<file path="config.mk">
export PLATFORM = sky130hd
export DESIGN_NAME = insert_fifo_flat
export DESIGN_NICKNAME = d
export VERILOG_FILES = /design/src/rtl/insert_fifo_if.sv /design/src/rtl/insert_fifo.sv /design/src/flat_wrapper.sv
export SDC_FILE = /design/constraint.sdc
export NUM_CORES = 1
export LEC_CHECK = 0
export BUFFER_PORTS_ARGS = -buffer_cell sky130_fd_sc_hd__buf_2
export CELL_PAD_IN_SITES_DETAIL_PLACEMENT = 0
export CELL_PAD_IN_SITES_GLOBAL_PLACEMENT = 1
export CORE_ASPECT_RATIO = 0.7
export CORE_MARGIN = 10
export CORE_UTILIZATION = 45
export CTS_BUF_LIST = sky130_fd_sc_hd__clkbuf_2 sky130_fd_sc_hd__clkbuf_4 sky130_fd_sc_hd__clkbuf_8
export CTS_CLUSTER_DIAMETER = 200
export DETAILED_ROUTE_END_ITERATION = 12
export PLACE_DENSITY_LB_ADDON = 0.1
export SETUP_SLACK_MARGIN = 0.4
export SLEW_MARGIN = 10
export SYNTH_ARGS = -nofsm -noshare
export SYNTH_HDL_FRONTEND = slang
export SYNTH_SLANG_ARGS = --single-unit
</file>
<file path="constraint.sdc">
create_clock -name clk -period 3.9 [get_ports clk]
set_clock_uncertainty 0.1 [all_clocks]
set_input_delay 0.39 -clock clk [delete_from_list [all_inputs] [get_ports clk]]
set_output_delay 0.39 -clock clk [all_outputs]
set_load 0.005 [all_outputs]
</file>
<file path="src/rtl/insert_fifo_if.sv">
// insert_fifo_if -- handshake bundle between the AES-side producer, the byte
// serializer and the downstream byte FIFO.
//   load  : producer -> serializer, request to hand over a block
//   in    : producer -> serializer, block (in[top:top-7] is byte 0)
//   full  : FIFO -> serializer, no write may happen this cycle
//   push  : serializer -> FIFO, write strobe, one byte per cycle
//   data  : serializer -> FIFO, byte presented with push
//   ready : serializer -> producer, a load this cycle is accepted
//   done  : serializer -> producer, one-cycle pulse after the last byte
// master = producer/FIFO side, slave = serializer.
interface insert_fifo_if #(
  parameter int BLOCK_BYTES = 16
);
  logic                       load;
  logic [8*BLOCK_BYTES-1:0]   in;
  logic                       full;
  logic                       push;
  logic [7:0]                 data;
  logic                       ready;
  logic                       done;

  modport master (
    output load, in, full,
    input  push, data, ready, done
  );

  modport slave (
    input  load, in, full,
    output push, data, ready, done
  );
endinterface

</file>
<file path="src/rtl/insert_fifo.sv">
// insert_fifo -- accepts a BLOCK_BYTES-wide block and writes it byte by byte,
// most significant byte first, into a downstream byte FIFO, stalling while
// the FIFO reports full.
//   clk   : system clock, rising edge
//   n_rst : asynchronous active-low reset
//   bus   : insert_fifo_if.slave (load/in/full in, push/data/ready/done out)
//
// state   | meaning
// --------+-----------------------------------------------------------
// ST_IDLE | waiting for load; ready high once out of reset
// ST_SEND | one byte offered per cycle, held while full is high
// ST_DONE | single-cycle done pulse, then back to ST_IDLE
module insert_fifo #(
  parameter int BLOCK_BYTES = 16
) (
  input  logic          clk,
  input  logic          n_rst,
  insert_fifo_if.slave  bus
);
  localparam int W  = 8 * BLOCK_BYTES;
  localparam int CW = (BLOCK_BYTES > 1) ? $clog2(BLOCK_BYTES) : 1;
  localparam logic [CW-1:0] LAST = CW'(BLOCK_BYTES - 1);

  typedef enum logic [1:0] {
    ST_IDLE = 2'd0,
    ST_SEND = 2'd1,
    ST_DONE = 2'd2
  } state_t;

  state_t         state, state_nxt;
  logic [W-1:0]   shift_reg, shift_nxt;
  logic [CW-1:0]  cnt, cnt_nxt;
  logic           armed;

  // The first edge after reset release only arms the block, so a load that
  // coincides with the release edge is never taken.
  always_ff @(posedge clk or negedge n_rst) begin
    if (!n_rst) begin
      armed <= 1'b0;
    end else begin
      armed <= 1'b1;
    end
  end

  always_ff @(posedge clk or negedge n_rst) begin
    if (!n_rst) begin
      state     <= ST_IDLE;
      shift_reg <= '0;
      cnt       <= '0;
    end else begin
      state     <= state_nxt;
      shift_reg <= shift_nxt;
      cnt       <= cnt_nxt;
    end
  end

  always_comb begin
    state_nxt = state;
    shift_nxt = shift_reg;
    cnt_nxt   = cnt;
    case (state)
      ST_IDLE: begin
        if (bus.load && armed) begin
          shift_nxt = bus.in;
          cnt_nxt   = '0;
          state_nxt = ST_SEND;
        end
      end
      ST_SEND: begin
        if (!bus.full) begin
          shift_nxt = {shift_reg[W-9:0], 8'h00};
          if (cnt == LAST) begin
            cnt_nxt   = '0;
            state_nxt = ST_DONE;
          end else begin
            cnt_nxt = cnt + CW'(1);
          end
        end
      end
      ST_DONE: begin
        state_nxt = ST_IDLE;
      end
      default: begin
        state_nxt = ST_IDLE;
      end
    endcase
  end

  // push follows full combinationally so the FIFO never sees a write
  // in a cycle it reports full.
  assign bus.push  = (state == ST_SEND) && !bus.full;
  assign bus.data  = (state == ST_SEND) ? shift_reg[W-1:W-8] : 8'h00;
  assign bus.ready = (state == ST_IDLE) && armed;
  assign bus.done  = (state == ST_DONE);
endmodule

</file>
<file path="src/flat_wrapper.sv">
// flat-port wrapper written by rule: the top's interface ports become plain ports
module insert_fifo_flat 
#(
  parameter int BLOCK_BYTES = 16
)
  (clk, n_rst, bus_load, bus_in, bus_full, bus_push, bus_data, bus_ready, bus_done);
  insert_fifo_if #(.BLOCK_BYTES(BLOCK_BYTES)) bus_i ();
  input  logic clk;
  input  logic n_rst;
  input wire logic [$bits(bus_i.load)-1:0] bus_load;
  input wire logic [$bits(bus_i.in)-1:0] bus_in;
  input wire logic [$bits(bus_i.full)-1:0] bus_full;
  output wire logic [$bits(bus_i.push)-1:0] bus_push;
  output wire logic [$bits(bus_i.data)-1:0] bus_data;
  output wire logic [$bits(bus_i.ready)-1:0] bus_ready;
  output wire logic [$bits(bus_i.done)-1:0] bus_done;
  assign bus_i.load = bus_load;
  assign bus_i.in = bus_in;
  assign bus_i.full = bus_full;
  assign bus_push = bus_i.push;
  assign bus_data = bus_i.data;
  assign bus_ready = bus_i.ready;
  assign bus_done = bus_i.done;
  insert_fifo #(.BLOCK_BYTES(BLOCK_BYTES)) u_core (.clk(clk), .n_rst(n_rst), .bus(bus_i));
endmodule
</file>
; ---- Word level (Yosys, flattened, before mapping)
; Index checks and enable logic that the tools add are counted.
[word_totals]
register_bits = 135
in_bits = 132
output_inout_bits = 11
wordCells = 31
[op_classes]
n_addsub = 1
eq_ne = 6
mux = 12
reduce_logical = 8
[op_table]
columns = operator, count
row1 = $mux W128, 2
row2 = $pmux W128 S2, 1
row3 = $mux W4, 3
row4 = $mux W8, 1
row5 = $pmux W4 S2, 1
row6 = $mux W2, 3
row7 = $reduce_and A3 Y1, 2
row8 = $add A4 B1 Y4 const B, 1
row9 = $eq A4 B4 Y1 const B, 1
row10 = $ne A2 B1 Y1 const B, 2
row11 = $pmux W2 S2, 1
row12 = $logic_and A1 B1 Y1, 3
row13 = $eq A2 B1 Y1 const B, 1
row14 = $eq A2 B2 Y1 const B, 1
row15 = $logic_not A2 Y1, 1
row16 = $ne A2 B2 Y1 const B, 1
row17 = $reduce_bool A2 Y1, 1
row18 = $logic_not A1 Y1, 1

; ---- Longest topological paths before layout
[depth]
depth_word = 4
depth_mapped = 7
mapped_depth_nobuf = 4

; ---- Least setup slack after synthesis
; No wires, ideal clock.
[synth_path]
kind = register -> register
startpoint = register u_core.state[0]
endpoint = register u_core.shift_reg[122]
setup_time_ns = 0.125
t_arrival_ns = 1.508
required_ns = 3.675
slack_ns = 2.167
path_stages_with_launch = 7
n_path_buf = 3
period_less_slack_ns = 1.733
cell_sequence = dfrtp_1 > nor4bb_1 > buf_2 > or2_1 > buf_6 > buf_6 > mux2_4
[synth_via]
elab_chain_cells = 3
elab_cells_between_ends = 7
cone_classes = eq/ne (3) / mux (1) / reduce/logical (3)
[synth_lines]
columns = item, line
row1 = from (decl), insert_fifo.sv:30  ; state_t state, state_nxt;
row2 = from (signal assigned), insert_fifo.sv:51  ; state <= state_nxt;
row3 = $eq A2 B1 Y1 / $logic_not A2 Y1 (equally long branches), insert_fifo.sv:61  ; case (state)
row4 = "$ne A2 B2 Y1 (no source line), or another cell as far along", -
row5 = $reduce_and A3 Y1 (no source line), -
row6 = to (signal assigned), insert_fifo.sv:52  ; shift_reg <= shift_nxt;
row7 = to (decl), insert_fifo.sv:31  ; logic [W-1:0] shift_reg, shift_nxt;
; Several ways; a longest one is shown, not always the timed one.
; A chain may end at the register's enable or synchronous reset.

; ---- Final worst setup path
[layout_path]
startpoint = register u_core.state[0]
endpoint = register u_core.shift_reg[17]
; The elaborated chain is that of the path after synthesis.

==> metrics.md <==
| Metric | Value |
|---|---|
| P per Cell Area | a little under 800 nW/um^2 |
| Post-synth top area cell | dfrtp_1 |
| WHS | between 0.07 and 0.08 ns |
| Detailed Place HPWL | around 11,000 microns |
| Worst flop-to-flop path startpoint | u_core.state[0]$_DFFE_PN0P_ |
| Worst-case reg-to-reg path depth | 5 |
| Slew @ Worst Pin | between 0.9 and 1 ns |
| Largest register FFs | 128 |
| CP arrival | roughly 2.9 ns |
| Syn. warnings | 0 |
| Starting Density | 0.459 |
| Routed WL | between 15,000 and 20,000 microns |
| First-pass GRT wire length | around 30,000 microns |
| Post-synth top cells | nand2_1, dfrtp_1, a31oi_1, nor3_1, clkbuf_1 |
| Worst VDD drop | 0.000363 V |
| Worst Path Required | between 4 and 5 ns |
| Area Overhead vs Synth | 18.5% |
| Min Tclk post-route | 2.61 ns |
| Max_cap viols | 0 |
| Most frequent cell after synthesis | nand2_1 |
| Antenna Diode Count | 0 |
| Pre-CTS setup slack | around 1.3 ns |
| Synth Cell Area | about 6400 sq um |
| Core ar. | between 10,000 and 15,000 sq um |
| Worst setup SP type | flip-flop |
| Fillers | 1,357 |
| Wire per inst | about 18 microns |
| Avg Inst Size Synth | ~9 sq um |
| Rows | 36 |
| Critical Path End Type | flip-flop |
| Setup Viol. Count Final | 0 |
| Reg2Reg Capture Point | u_core.shift_reg[17]$_DFFE_PN0P_ |
| Crit. Startpoint | u_core.state[0]$_DFFE_PN0P_ |
| CTS HTree Levels | 4 |
| Post-CTS sizing | 0 |
| Io pins | roughly 140 |
| Final Max Slew Viols | 0 |
| Synth unique cells | 28 |
| Fmax | about 0.38 GHz |
| Clock Root Buffer | clkbuf_8 |
| Status | completed |
| Post-route DRC | 0 |
| Hold crit path type | input pin to flip-flop |
| CTS tree | done |
| Die W | approximately 160 microns |
| Post-synth top flop | dfrtp_1 |
| Top cell type's share of synthesized area | 0.531 |
| Clock latency on the worst-skew pair | ~0.43 ns |
| Post-synth EDFFs | 0 |
| Syn_nets | about 840 |
| Largest net degree at the start of global routing | a little under 100 |
| Layout cell share with drive strength beyond 1 | 0.249 |
| Post-layout nets | 950 |
| R2R setup slack | about 1.3 ns |
| Min setup slack post-route | about 1.3 ns |
| Number of DRC markers in iteration 0 | around 470 |
| Max Root-Sink Buffers | 2 |
| Worst hold start | bus_in[3] |
| Rel. slew slack | 0.396 |
| Global Route Usage Sum | 0.186 |
| Static leakage | 0.00339 uW |
| CTS Buf Count | 17 |
| Placer Congestion | ~0.77 |
| Worst hold stages | 2 |
| Utilization after layout | 0.543 |
| Register clock-pin slew on the reported worst setup and hold paths | about 0.08 ns |
| Die Height | 119 microns |
| 1st-pass router iterations | 5 |
| Mean number of vias per cell | between 5 and 6 |
| Hold EP | u_core.shift_reg[3]$_DFFE_PN0P_ |
| Register area share after synthesis | 0.531 |
| Die area | 19,400 sq um |
| ANT nets after route | 0 |
| Largest cells by area after synthesis | dfrtp_1, nand2_1, a31oi_1 |
| Initial antenna violation count | 0 |
| Final TNS setup | 0 ns |
| Unrepaired setup endpoints after global routing | false |
| Vias | ~5,700 |
| CP Class | flip-flop to flip-flop |
| IO buf count | between 100 and 150 |
| Final period utilization | 0.670 |
| Hold Violations, Final | 0 |
| FFs w/ async S/R, synth | 1.00 |
| Post-synthesis register bit count | 135 |
| Mapped Cells | 710 |
| GRT overflow | 0 |
| Clk sinks | approximately 140 |
| Number of global-route vias before repair | 5,984 |
| Crit Path Max Fanout | between 70 and 80 |
critical path, stage by stage, from the launching register on:
cell and delay [ns]:
dfrtp_1 0.50, nor4bb_4 0.34, buf_4 0.46, buf_4 0.74, nor3_1 0.09, a31oi_1 0.22
repair_timing:
item                      CTS  global route
hold endpoints to repair   65             0
hold buffers                1             0
setup buffers               0             0
final cells by class:
cell class,count,area [sq um],area share
clock inverters,12,199,0.0264
well taps,190,238,0.0315
repair buffers,155,817,0.108
multi-input cells,506,2630,0.349
clock buffers,20,269,0.0357
flip-flops and latches,135,3380,0.448
inverters,2,7.51,0.000996
worst max-delay path by stage:
stage | slack, ns | end
2_1_floorplan | 2.17 | u_core.shift_reg[122]$_DFFE_PN0P_
6_report | 1.29 | u_core.shift_reg[17]$_DFFE_PN0P_
3_5_place_dp | 1.32 | u_core.shift_reg[13]$_DFFE_PN0P_
3_3_place_gp | 1.41 | u_core.shift_reg[17]$_DFFE_PN0P_
5_1_grt | 1.01 | u_core.shift_reg[109]$_DFFE_PN0P_
4_1_cts | 1.32 | u_core.shift_reg[13]$_DFFE_PN0P_
cells by family after synthesis:
kind of cell / after synthesis / share of synthesized area
mux: 16 / 0.0313
compound gates: 129 / 0.131
fa+ha+maj: 1 / 0.00197
flops: 135 / 0.531
simple gates: 359 / 0.243
buf+inv: 69 / 0.0615
other cells: 1 / 0.000589
layout by cell type, fill, tap and decap left out, drive strengths merged, types with 5 or more instances in the layout:
| cell type | instances |
|---|---|
| a22o | 9 |
| a31oi | 113 |
| nor3 | 113 |
| nand2 | 225 |
| clkbuf | 20 |
| dfrtp | 135 |
| mux2 | 16 |
| and2 | 8 |
| bufinv | 5 |
| buf | 154 |
| clkinv | 6 |
power breakdown:
| part | internal, uW | leakage (uW) | switching (uW) |
|---|---|---|---|
| logic | 906 | 0.00165 | 1250 |
| clock network | 803 | 0.000236 | 558 |
| registers | 2040 | 0.00150 | 383 |
| total | 3740 | 0.00339 | 2190 |
routing by layer:
metal | part of all wire | GRT usage | wire length [microns] | vias to the layer above
li1 | - | - | - | 2698
met2 | 0.46 | 0.284 | 8180 | 196
met4 | 0.0085 | 0.0488 | 153 | 0
met1 | 0.47 | 0.255 | 8360 | 2759
met5 | 0 | 0 | 0 | -
met3 | 0.070 | 0.0519 | 1260 | 12
per-stage QoR:
step                      std cells  total power [uW]  cell area (sq um)
after floorplan                 710              4050               6360
after global placement          987              4530               7060
after global routing           1020              6420               7540
after detailed placement        987              4610               7060
after CTS                      1020              5990               7540
final                          1020              5940               7540
Power figures use the tool's default switching activity.
